**src/rtl/sha256_mem_arbiter.sv**
```systemverilog
`default_nettype none
// +--------------------------------------------------------------------------+
// | Module      : sha256_mem_arbiter                                          |
// | Description : Round-robin arbiter sharing one word-wide memory port       |
// |               between NUM_CORES SHA-256 cores, with sticky all_done.      |
// | Revision    : 1.0                                                         |
// +--------------------------------------------------------------------------+
module sha256_mem_arbiter #(
    parameter int NUM_CORES = 16,
    parameter int ADDR_W    = 16,
    parameter int DATA_W    = 32
) (
    input  logic                        clk_i,
    input  logic                        reset_i,
    input  logic                        start_i,
    input  logic [NUM_CORES-1:0]        core_req_i,
    input  logic [NUM_CORES-1:0]        core_we_i,
    input  logic [NUM_CORES*ADDR_W-1:0] core_addr_i,
    input  logic [NUM_CORES*DATA_W-1:0] core_wdata_i,
    input  logic [NUM_CORES-1:0]        core_done_i,
    output logic [NUM_CORES-1:0]        core_gnt_o,
    output logic [NUM_CORES-1:0]        core_rvalid_o,
    output logic [DATA_W-1:0]           core_rdata_o,
    output logic                        mem_clk_o,
    output logic                        mem_we_o,
    output logic [ADDR_W-1:0]           mem_addr_o,
    output logic [DATA_W-1:0]           mem_write_data_o,
    input  logic [DATA_W-1:0]           mem_read_data_i,
    output logic                        all_done_o
);

    localparam int IDX_W = (NUM_CORES > 1) ? $clog2(NUM_CORES) : 1;

    logic [NUM_CORES-1:0] gnt_q,     gnt_d;
    logic [NUM_CORES-1:0] rvalid_q,  rvalid_d;
    logic                 mem_we_q,  mem_we_d;
    logic [ADDR_W-1:0]    mem_addr_q, mem_addr_d;
    logic [DATA_W-1:0]    mem_wdata_q, mem_wdata_d;
    logic [IDX_W-1:0]     rr_ptr_q,  rr_ptr_d;
    logic                 all_done_q, all_done_d;

    logic [NUM_CORES-1:0] elig;
    logic [NUM_CORES-1:0] elig_hi;
    logic [NUM_CORES-1:0] pick;
    logic                 win_vld;
    logic [IDX_W-1:0]     win_idx;

    // A core granted this cycle is still showing the consumed command.
    assign elig = core_req_i & ~gnt_q;

    // Cores at or above rr_ptr take precedence; otherwise wrap to the lowest.
    always_comb begin
        elig_hi = '0;
        for (int i = 0; i < NUM_CORES; i++) begin
            elig_hi[i] = elig[i] && (IDX_W'(i) >= rr_ptr_q);
        end
        pick    = (|elig_hi) ? elig_hi : elig;
        win_vld = |elig;
        win_idx = '0;
        for (int i = NUM_CORES - 1; i >= 0; i--) begin
            if (pick[i]) begin
                win_idx = IDX_W'(i);
            end
        end
    end

    always_comb begin
        gnt_d       = '0;
        mem_we_d    = 1'b0;
        mem_addr_d  = mem_addr_q;
        mem_wdata_d = mem_wdata_q;
        rr_ptr_d    = rr_ptr_q;
        for (int i = 0; i < NUM_CORES; i++) begin
            if (win_vld && (win_idx == IDX_W'(i))) begin
                gnt_d[i]    = 1'b1;
                mem_we_d    = core_we_i[i];
                mem_addr_d  = core_addr_i[i*ADDR_W +: ADDR_W];
                mem_wdata_d = core_wdata_i[i*DATA_W +: DATA_W];
            end
        end
        if (win_vld) begin
            rr_ptr_d = (win_idx == IDX_W'(NUM_CORES - 1)) ? '0 : win_idx + 1'b1;
        end
        if (start_i) begin
            rr_ptr_d = '0;
        end
    end

    // Read data arrives one cycle after the address, so rvalid trails a read grant.
    assign rvalid_d = gnt_q & {NUM_CORES{~mem_we_q}};

    always_comb begin
        all_done_d = all_done_q;
        if (start_i) begin
            all_done_d = 1'b0;
        end else if (&core_done_i) begin
            all_done_d = 1'b1;
        end
    end

    always_ff @(posedge clk_i) begin
        if (reset_i) begin
            gnt_q       <= '0;
            rvalid_q    <= '0;
            mem_we_q    <= 1'b0;
            mem_addr_q  <= '0;
            mem_wdata_q <= '0;
            rr_ptr_q    <= '0;
            all_done_q  <= 1'b0;
        end else begin
            gnt_q       <= gnt_d;
            rvalid_q    <= rvalid_d;
            mem_we_q    <= mem_we_d;
            mem_addr_q  <= mem_addr_d;
            mem_wdata_q <= mem_wdata_d;
            rr_ptr_q    <= rr_ptr_d;
            all_done_q  <= all_done_d;
        end
    end

    assign core_gnt_o       = gnt_q;
    assign core_rvalid_o    = rvalid_q;
    assign core_rdata_o     = mem_read_data_i;
    assign mem_clk_o        = clk_i;
    assign mem_we_o         = mem_we_q;
    assign mem_addr_o       = mem_addr_q;
    assign mem_write_data_o = mem_wdata_q;
    assign all_done_o       = all_done_q;

endmodule
`default_nettype wire

```
**config.mk**
```make
export PLATFORM = sky130hd
export DESIGN_NAME = sha256_mem_arbiter
export DESIGN_NICKNAME = d
export VERILOG_FILES = /design/src/rtl/sha256_mem_arbiter.sv
export SDC_FILE = /design/constraint.sdc
export NUM_CORES = 1
export LEC_CHECK = 0
export BUFFER_PORTS_ARGS = -buffer_cell sky130_fd_sc_hd__buf_4
export CAP_MARGIN = 20
export CELL_PAD_IN_SITES_DETAIL_PLACEMENT = 0
export CELL_PAD_IN_SITES_GLOBAL_PLACEMENT = 1
export CORE_AREA = 2 2 379 381
export DETAILED_ROUTE_END_ITERATION = 7
export DIE_AREA = 0 0 381 383
export PLACE_DENSITY = 0.33
export SETUP_SLACK_MARGIN = 0.5
export SYNTH_ARGS = -nofsm -noshare
export SYNTH_HDL_FRONTEND = slang
export SYNTH_SLANG_ARGS = --single-unit
```
**constraint.sdc**
```tcl
create_clock -name clk_i -period 5.23 [get_ports clk_i]
set_input_delay 0.2615 -clock clk_i [delete_from_list [all_inputs] [get_ports clk_i]]
set_output_delay 0.2615 -clock clk_i [all_outputs]
set_load 0.005 [all_outputs]
```
==> results.cfg, run 1 <==
[synth]
synth-seq-cells = 86
seq_area_frac_synth_pct = 15.4
yosys.area.top_type_share_pct = 15.4
synth_top_flop_cell = dfxtp_1
ys_top_cells_by_area = dfxtp_1 (15%), a211o_1 (7.0%), a31oi_1 (5.6%), a2111oi_2 (4.7%), o21ai_0 (4.5%)
yosysUniqueCellTypes = 82
synth_area_sq_um = 11200
avgSynthCellArea_sq_um = 7.65
netlist_instances = 1466
synth_edf_count = 0
yosys_warnings = 0
syn_nets = 2319
async_flop_share_pct = 0
synth_top_area_cell = dfxtp_1

[placed_design]
post-dp-hpwl_mm = 118
io_buffers = 901
place.gp.congestion = 0.882
dpl_cell_area_sq_um = 21300

[floorplanning]
start_util_pct = 7.88
core_sq_um = 142000
ioPinCount = 966
dieHeight_microns = 383
die_w_microns = 381
num_rows = 139
dieArea_sq_um = 146000

[global_routing]
grt.overflow.total = 0
antenna_found_initial = 22
grt_max_degree = 41
grt_pass1_wl_mm = 181
grtUsageTotal_pct = 18.4
grt_pass1_vias = 19000

[sta]
rsz0062_at_grt = true
setup-violations-final = 0
slew_violations = 0
clock_skew_ns = 0.0283
worst_pin_slew_ns = 0.866
period_share_pct = 88.1
max_slew_margin_pct = 42.0
hold_violations = 0
clock.fmax_mhz = 217
period_minus_slack_ns = 4.61

[pwr]
power_density_nw_per_um2 = 268
leakage_nw = 10.1
vdd_drop_max_mv = 0.195

[layout]
stdcell_area_sq_um = 23600
syn2layout_area_growth_pct = 110
utilization_pct = 16.6
num-nets-final = 3310
final_common_cell = buf_4
n_fill_cell = 16400
drive_above_1_share_pct = 56.5
most-common-layout-cells = buf_4 (1057), nand2_1 (116), a31oi_1 (99)

[min_path]
min_from = core_addr_i[254]
hold_path_class = in -> reg
holdPathEnd = mem_addr_o[14]
hold_depth = 3

[route]
vias = 18200
wl_per_cell_microns = 32.7
topRoutingLayerUsed = met5
wirelength_mm = 143
m1WireLength_mm = 61.4
wl_met3_mm = 8.66
via_per_inst = 4.15
initialDrtViolationCount = 1512
drt_first_pass_iters = 5
drc = 0
antenna_left = 0
met2_length_mm = 70.2

[setup_path]
reg2reg_slack_ns = 0.62
criticalPathCategory = reg -> reg
required_ns = 5.68
rr_worst_depth = 22
timing.rr.start = rr_ptr_q[2]
startpoint_type = flop
cp_max_fo = 8
crit_start = rr_ptr_q[2]
r2r-end = mem_addr_o[14]
cp.arrival_ns = 5.06
cp-end-kind = flop

[clock_tree]
clk_latency_ns = 0.55
cts.clk_slew.worst_paths_ns = 0.09
cts_tree = done

[job]
maxCapViolCount = 0

[run_status]
status = complete, no violations
## layout make-up
class | count | area [sq um] | share of cell area, %
Antenna cell | 9 | 22.5 | 0.0954
Clock buffer | 14 | 312 | 1.32
Clock inverter | 5 | 82.6 | 0.350
Inverter | 10 | 41.3 | 0.175
Multi-Input combinational cell | 1172 | 9240 | 39.2
Sequential cell | 86 | 1740 | 7.38
Tap cell | 1903 | 2380 | 10.1
Timing Repair Buffer | 1174 | 9780 | 41.4
## critical path, stage by stage (launching register included)
cell	delay (ns)
dfxtp_4	0.43
buf_12	0.14
o211a_1	0.19
o221ai_2	0.13
a311oi_2	0.32
nand3_1	0.14
buf_6	0.17
buf_2	0.17
a222oi_1	0.25
buf_4	0.18
nor4_1	0.04
o21a_2	0.22
buf_4	0.15
ha_4	0.20
buf_12	0.14
inv_1	0.10
o21ai_0	0.10
a31o_2	0.27
or4_1	0.47
nand3_1	0.10
nand3_1	0.09
buf_4	0.18
a2111oi_2	0.33
## worst max-delay path by stage
| stage | slack, ns | end | cells past startpoint |
|---|---|---|---|
| 2_1_floorplan | 0.56 | mem_addr_o[10] | 20 |
| 3_3_place_gp | -0.61 | mem_write_data_o[2] | 19 |
| 3_5_place_dp | -0.56 | mem_write_data_o[2] | 19 |
| 4_1_cts | 0.52 | mem_addr_o[5] | 20 |
| 5_1_grt | 0.40 | mem_addr_o[10] | 21 |
| 6_report | 0.62 | mem_addr_o[14] | 22 |
## state kept, by name (all words and copies together), names as in the netlist
name	flops
mem_we_o	1
mem_addr_o	16
mem_write_data_o	32
rr_ptr_q	4
all_done_o	1
core_gnt_o	16
core_rvalid_o	16
## where the power goes
part	switching, mW	internal [mW]	leakage [nW]
clock network	0.414	0.525	0.195
registers	0.115	0.823	0.711
logic	2.33	2.11	9.24
total	2.86	3.46	10.1
## kinds of logic (layout without fill, tap and decap cells)
logic type / after synthesis / count (layout) / synth area share [%]
other: 0 / 9 / 0
multiplexers: 44 / 44 / 3.93
adder cells (fa/ha/maj): 3 / 3 / 0.312
XOR/XNOR: 1 / 1 / 0.0781
buffers and inverters: 208 / 1203 / 9.02
flip-flops: 86 / 86 / 15.4
AND/OR/NAND/NOR: 361 / 361 / 16.3
AO/OA/AOI/OAI: 763 / 763 / 55.0
## cell usage after synthesis (all sizes together) (47+ instances only)
| cell | n |
|---|---|
| dfxtp | 86 |
| o21ai | 152 |
| clkbuf | 107 |
| nor2 | 59 |
| a2111oi | 50 |
| a31oi | 101 |
| o221ai | 47 |
| and3 | 51 |
| a221oi | 88 |
| buf | 91 |
| a211o | 90 |
| nand2 | 129 |
## routing by layer
| metal | vias to the layer above | GRT usage, % |
|---|---|---|
| met5 | - | 0 |
| met4 | 6 | 3.95 |
| met3 | 115 | 3.85 |
| li1 | 7969 | - |
| met1 | 9204 | 23.4 |
| met2 | 867 | 31.8 |
## per-stage QoR
step	worst slack [ns]	setup TNS [ns]	hold slack (ns)	instances	total power, mW
finish	0.623	0	0.0717	4373	6.32
global route	0.396	0	0.0188	4369	6.67
CTS	0.518	0	0.00240	4322	6.20
detailed placement	-0.559	-0.905	0.342	4247	5.04
global placement	-0.606	-1.26	0.342	4247	5.05
floorplan	0.561	0	0.340	1466	2.65
## repair_timing
action                                 in CTS  in global routing
setup endpoints to repair                  49                 49
hold buffers                               44                  0
gates resized for setup                    64                 91
buffers inserted                           12                 34
pin swaps                                  13                 40
endpoints found under the hold margin      47                  0
gates cloned                                1                  8
No activity file was read; power rests on OpenSTA's default activity.
==> inputs of run 2 (changes only) <==
- CTS_BUF_LIST: unset -> sky130_fd_sc_hd__clkbuf_8
- clock period: 5.23 -> 4.82 ns (I/O delays scaled with it)
==> run 2 against run 1 <==
Global-route usage up 0.22 points. Worst setup slack worse by 0.33 ns. Sequential cell count unchanged. Critical path depth down 1. Count of clock-buffer cells in the layout unchanged. Worst hold slack better by 0.0047 ns. Non-clock buffer count up 226. Core utilization up 2.2 points. Largest power group unchanged.
==> results.cfg, run 2 (same netlist as run 1, synthesis figures left out) <==
[run_status]
status = complete, no violations

[job]
maxCapViolCount = 0

[pwr]
p_sw_mw = 3.44
vdd_drop_max_mv = 0.203
swShare_pct = 45.7
pwr-share-comb_pct = 75.9
p_int_mw = 4.09
leakage_nw = 11.4
clock_power_share_pct = 10.4
power_density_nw_per_um2 = 282
power_frac_seq_pct = 13.7

[layout]
layout.cells.non_filler = 4601
final_common_cell = buf_4
multiInputGateArea_sq_um = 10300
num-nets-final = 3536
most-common-layout-cells = buf_4 (1177), nand2_1 (115), dlygate4sd3_1 (108)
ff_latch_area_sq_um = 1740
largest_reg_flops = 32
syn2layout_area_growth_pct = 138
drive_above_1_share_pct = 60.6
n_fill_cell = 16200
stdcell_area_sq_um = 26700

[placed_design]
place.gp.congestion = 0.909
place_inst = 4373
dpl_cell_area_sq_um = 22400
post-dp-hpwl_mm = 120
io_buffers = 901
post-place-ws_ns = -0.359

[setup_path]
cp-end-kind = flop
crit_start = rr_ptr_q[2]
cp.arrival_ns = 5.11
path_cells = and2_4, a32oi_4, or4_4, buf_6, o31ai_4, o21bai_4, a221oi_4, o21a_4, o21a_1, buf_6, ha_4, buf_4, nand2_4, o31ai_4, buf_12, buf_12, a211o_1, a2111oi_4, buf_4, o21ai_1, a31oi_1
max_stage_delay_ns = 0.55
required_ns = 5.40
timing.rr.start = rr_ptr_q[2]
startpoint_type = flop
critPathSlowestCell = or4_4
criticalPathCategory = reg -> reg
cp_max_fo = 8

[floorplanning]
dieHeight_microns = 383
ioPinCount = 966
start_util_pct = 7.88
dieArea_sq_um = 146000
num_rows = 139
die_w_microns = 381
core_sq_um = 142000

[sta]
period_minus_slack_ns = 4.53
hold_violations = 0
hold_ws_ns = 0.0764
clock.fmax_mhz = 221
max_slew_margin_pct = 40.9
worst_pin_slew_ns = 0.879
rsz0062_at_grt = true
period_share_pct = 94.0
clock_skew_ns = 0.0276
setup_ws_ns = 0.291
setup-violations-final = 0
slew_violations = 0

[global_routing]
grt_pass1_wl_mm = 184
grt.overflow.total = 0
grt_pass1_vias = 20000
grtUsageTotal_pct = 18.6
antenna_found_initial = 28
grt_max_degree = 32

[min_path]
min_from = core_addr_i[189]
hold_path_class = in -> reg

[route]
drc = 0
via_per_inst = 4.12
initialDrtViolationCount = 1360
drt_first_pass_iters = 5
wl_per_cell_microns = 31.5
vias = 18900
antenna_left = 0
wirelength_mm = 145

[clock_tree]
cts_tree = done
clk_latency_ns = 0.64
cts.clk_slew.worst_paths_ns = 0.14
run 2: power groups by stage:
stage / Clock, mW / Sequential (mW) / Combinational [mW]
after CTS: 0.845 / 1.03 / 5.06
after detailed placement: 0.0134 / 1.04 / 4.63
after floorplan: 0.0134 / 1.01 / 1.87
final: 0.784 / 1.03 / 5.72
after global routing: 0.857 / 1.05 / 5.99
after global placement: 0.0134 / 1.04 / 4.65
run 2: stage by stage:
step                TNS (ns)  power, mW  util (%)
detailed placement     -4.05       5.68      15.8
global placement       -5.97       5.71      15.8
CTS                        0       6.93      17.4
floorplan                  0       2.89         -
global route               0       7.89      18.8
finish                     0       7.53      18.8
run 2: timing repair:
| action | in CTS | in global routing |
|---|---|---|
| setup endpoints to repair | 49 | 49 |
| hold endpoints to repair | 60 | 1 |
| setup buffers | 28 | 53 |
| hold buffers | 107 | 1 |
| pin swaps | 34 | 126 |
| resized for setup | 133 | 215 |
| cloned | 2 | 7 |
run 2: critical path, delay by kind of cell (launching register included):
kind            cells  cell delay [ns]
compound gates     11             2.08
fa+ha+maj           1             0.19
buf+inv             6             0.99
flops               1             0.42
simple gates        3             0.78
run 2: worst paths after layout:
check                                       endpoint  slack, ns  cells past startpoint
worst max-delay path                   mem_addr_o[6]       0.29                     21
worst min-delay path                  mem_addr_o[13]       0.08                      5
worst max register to register         mem_addr_o[6]       0.29                     21
worst min register to register  mem_write_data_o[10]       0.48                      2
run 2: routing by layer:
| layer | track usage, % | vias up | wire length, microns |
|---|---|---|---|
| met5 | 0 | - | 53 |
| met4 | 3.75 | 8 | 2650 |
| met3 | 3.79 | 103 | 8060 |
| met2 | 32.2 | 836 | 70900 |
| met1 | 23.8 | 9579 | 63500 |
| li1 | - | 8418 | - |
run 2: layout make-up:
| type | count | area share, % |
|---|---|---|
| repair buffers | 1400 | 44.8 |
| multi-input cells | 1172 | 38.6 |
| well taps | 1903 | 8.91 |
| flip-flops and latches | 86 | 6.50 |
| clock buffers | 14 | 0.697 |
| clock inverters | 6 | 0.281 |
| inverters | 10 | 0.201 |
| diodes | 10 | 0.0936 |
==> inputs of run 3 (changes only) <==
- CELL_PAD_IN_SITES_DETAIL_PLACEMENT: 0 -> unset
- CELL_PAD_IN_SITES_GLOBAL_PLACEMENT: 1 -> unset
- CORE_AREA: 2 2 379 381 -> 2 2 374 376
- DIE_AREA: 0 0 381 383 -> 0 0 376 378
- PLACE_DENSITY: 0.33 -> 0.3
- clock period: 4.82 -> 5.7 ns (I/O delays scaled with it)
==> run 3 against run 2 <==
Total power fell by 30%. Core utilization fell by 3.0 points. Critical path depth fell by 2. Combinational power fell by 35%. Sequential cell count did not move. Cell count fell by 8.6%. Critical endpoint is now mem_addr_o[8].
==> results.cfg, run 3 (same netlist as run 1, synthesis figures left out) <==
[run_status]
status = complete, no violations

[floorplanning]
dieHeight_microns = 378
die_w_microns = 376
ioPinCount = 966
core_sq_um = 139000
num_rows = 137
dieArea_sq_um = 142000
start_util_pct = 8.10

[layout]
largest_reg_flops = 32
most-common-layout-cells = buf_4 (1020), nand2_1 (117), a31oi_1 (100)
stdcell_area_sq_um = 21800
n_fill_cell = 16000
drive_above_1_share_pct = 52.3
ff_latch_area_sq_um = 1740
num-nets-final = 3239
syn2layout_area_growth_pct = 94.8
layout.cells.non_filler = 4205
multiInputGateArea_sq_um = 8800
final_common_cell = buf_4

[setup_path]
max_stage_delay_ns = 0.72
cp-end-kind = flop
r2r-end = mem_addr_o[8]
criticalPathCategory = reg -> reg
crit_top_cell = buf_4
startpoint_type = flop
timing.rr.start = rr_ptr_q[3]
cp.arrival_ns = 5.51
required_ns = 6.20
cp_max_fo = 17
rr_worst_depth = 19
path_cells = buf_4, or3b_1, o32ai_2, nor2_2, nand3_1, o21ai_0, a221oi_2, o21a_4, o21a_1, inv_1, ha_1, buf_4, nand2_4, o21ai_4, buf_12, a221oi_1, a2111oi_1, o21ai_1, a31oi_1
critPathSlowestCell = a221oi_1
reg2reg_slack_ns = 0.69

[route]
via_per_inst = 4.24
wirelength_mm = 138
antenna_left = 0
initialDrtViolationCount = 1561
drt_first_pass_iters = 5
drc = 0
vias = 17800
wl_per_cell_microns = 32.8

[sta]
period_minus_slack_ns = 5.01
max_slew_margin_pct = 29.2
slew_violations = 0
clock_skew_ns = 0.0414
rsz0062_at_grt = true
setup_ws_ns = 0.686
period_share_pct = 88.0
clock.fmax_mhz = 199
worst_pin_slew_ns = 1.06
finalSetupTns_ns = 0
hold_violations = 0
setup-violations-final = 0

[job]
maxCapViolCount = 0

[min_path]
holdPathEnd = mem_write_data_o[3]
min_from = core_wdata_i[451]
hold_depth = 4
hold_path_class = in -> reg

[global_routing]
grt_pass1_wl_mm = 176
antenna_found_initial = 31
grtUsageTotal_pct = 18.5
grt_pass1_vias = 18100
grt_max_degree = 58
grt.overflow.total = 0

[pwr]
leakage_nw = 9.44
power_density_nw_per_um2 = 241
fin_total_pwr_mw = 5.26
vdd_drop_max_mv = 0.129

[clock_tree]
clk_latency_ns = 0.63
cts.clk_slew.worst_paths_ns = 0.17
cts_tree = done

[placed_design]
dpl_cell_area_sq_um = 20800
place_inst = 4114
post-place-ws_ns = 0.108
post-dp-hpwl_mm = 115
place.gp.congestion = 0.866
io_buffers = 901
[run 3: power by group]
group | leakage, nW | internal, mW | total (mW) | switching, mW
sequential | 0.710 | 0.755 | 0.875 | 0.120
combinational | 8.60 | 1.66 | 3.73 | 2.07
clock | 0.127 | 0.227 | 0.655 | 0.429
total | 9.44 | 2.64 | 5.26 | 2.62
[run 3: stage by stage]
step	hold WS [ns]	utilization [%]
6_report	0.0890	15.8
5_1_grt	0.0364	15.8
4_1_cts	0.000811	15.6
3_5_place_dp	0.366	15.0
3_3_place_gp	0.366	15.0
2_1_floorplan	0.363	-
[run 3: final cells by class]
type / instances / area share [%]
multi-input cells: 1173 / 40.3
diodes: 7 / 0.0802
clock inverters: 7 / 0.338
inverters: 10 / 0.172
clock buffers: 13 / 0.790
repair buffers: 1102 / 40.0
flip-flops and latches: 86 / 7.96
well taps: 1807 / 10.3
[run 3: repair_timing]
item | in CTS | in global routing
cloned | 0 | 1
buffers inserted | 2 | 6
hold endpoints to repair | 52 | 0
hold buffers | 56 | 0
setup endpoints to repair | 30 | 25
pin swaps | 2 | 7
gates resized for setup | 14 | 23
[run 3: worst max path at each step]
| stage | startpoint | end | slack (ns) | depth (start not counted) |
|---|---|---|---|---|
| 3_5_place_dp | rr_ptr_q[1] | mem_addr_o[7] | 0.11 | 16 |
| 2_1_floorplan | rr_ptr_q[2] | mem_write_data_o[10] | 0.94 | 20 |
| 6_report | rr_ptr_q[3] | mem_addr_o[8] | 0.69 | 19 |
| 5_1_grt | rr_ptr_q[3] | mem_write_data_o[6] | 0.47 | 19 |
| 4_1_cts | rr_ptr_q[3] | mem_write_data_o[21] | 0.58 | 20 |
| 3_3_place_gp | rr_ptr_q[1] | mem_addr_o[5] | 0.16 | 14 |
[run 3: worst max-delay path: cells and delay by family, from the launching register on]
kind / cells / cell delay [ns]
and+or+nand+nor: 4 / 1.02
DFF: 1 / 0.43
AOI/OAI and AO/OA: 10 / 2.50
adders and majority gates: 1 / 0.23
buffers and inverters: 4 / 0.67
[run 3: per-layer routing]
metal | vias up | GRT usage, % | part of all wire [%]
li1 | 7827 | - | -
met5 | - | 0 | 0.038
met3 | 138 | 3.63 | 6.3
met4 | 8 | 4.81 | 2.3
met1 | 8910 | 24.0 | 44
met2 | 949 | 31.2 | 48
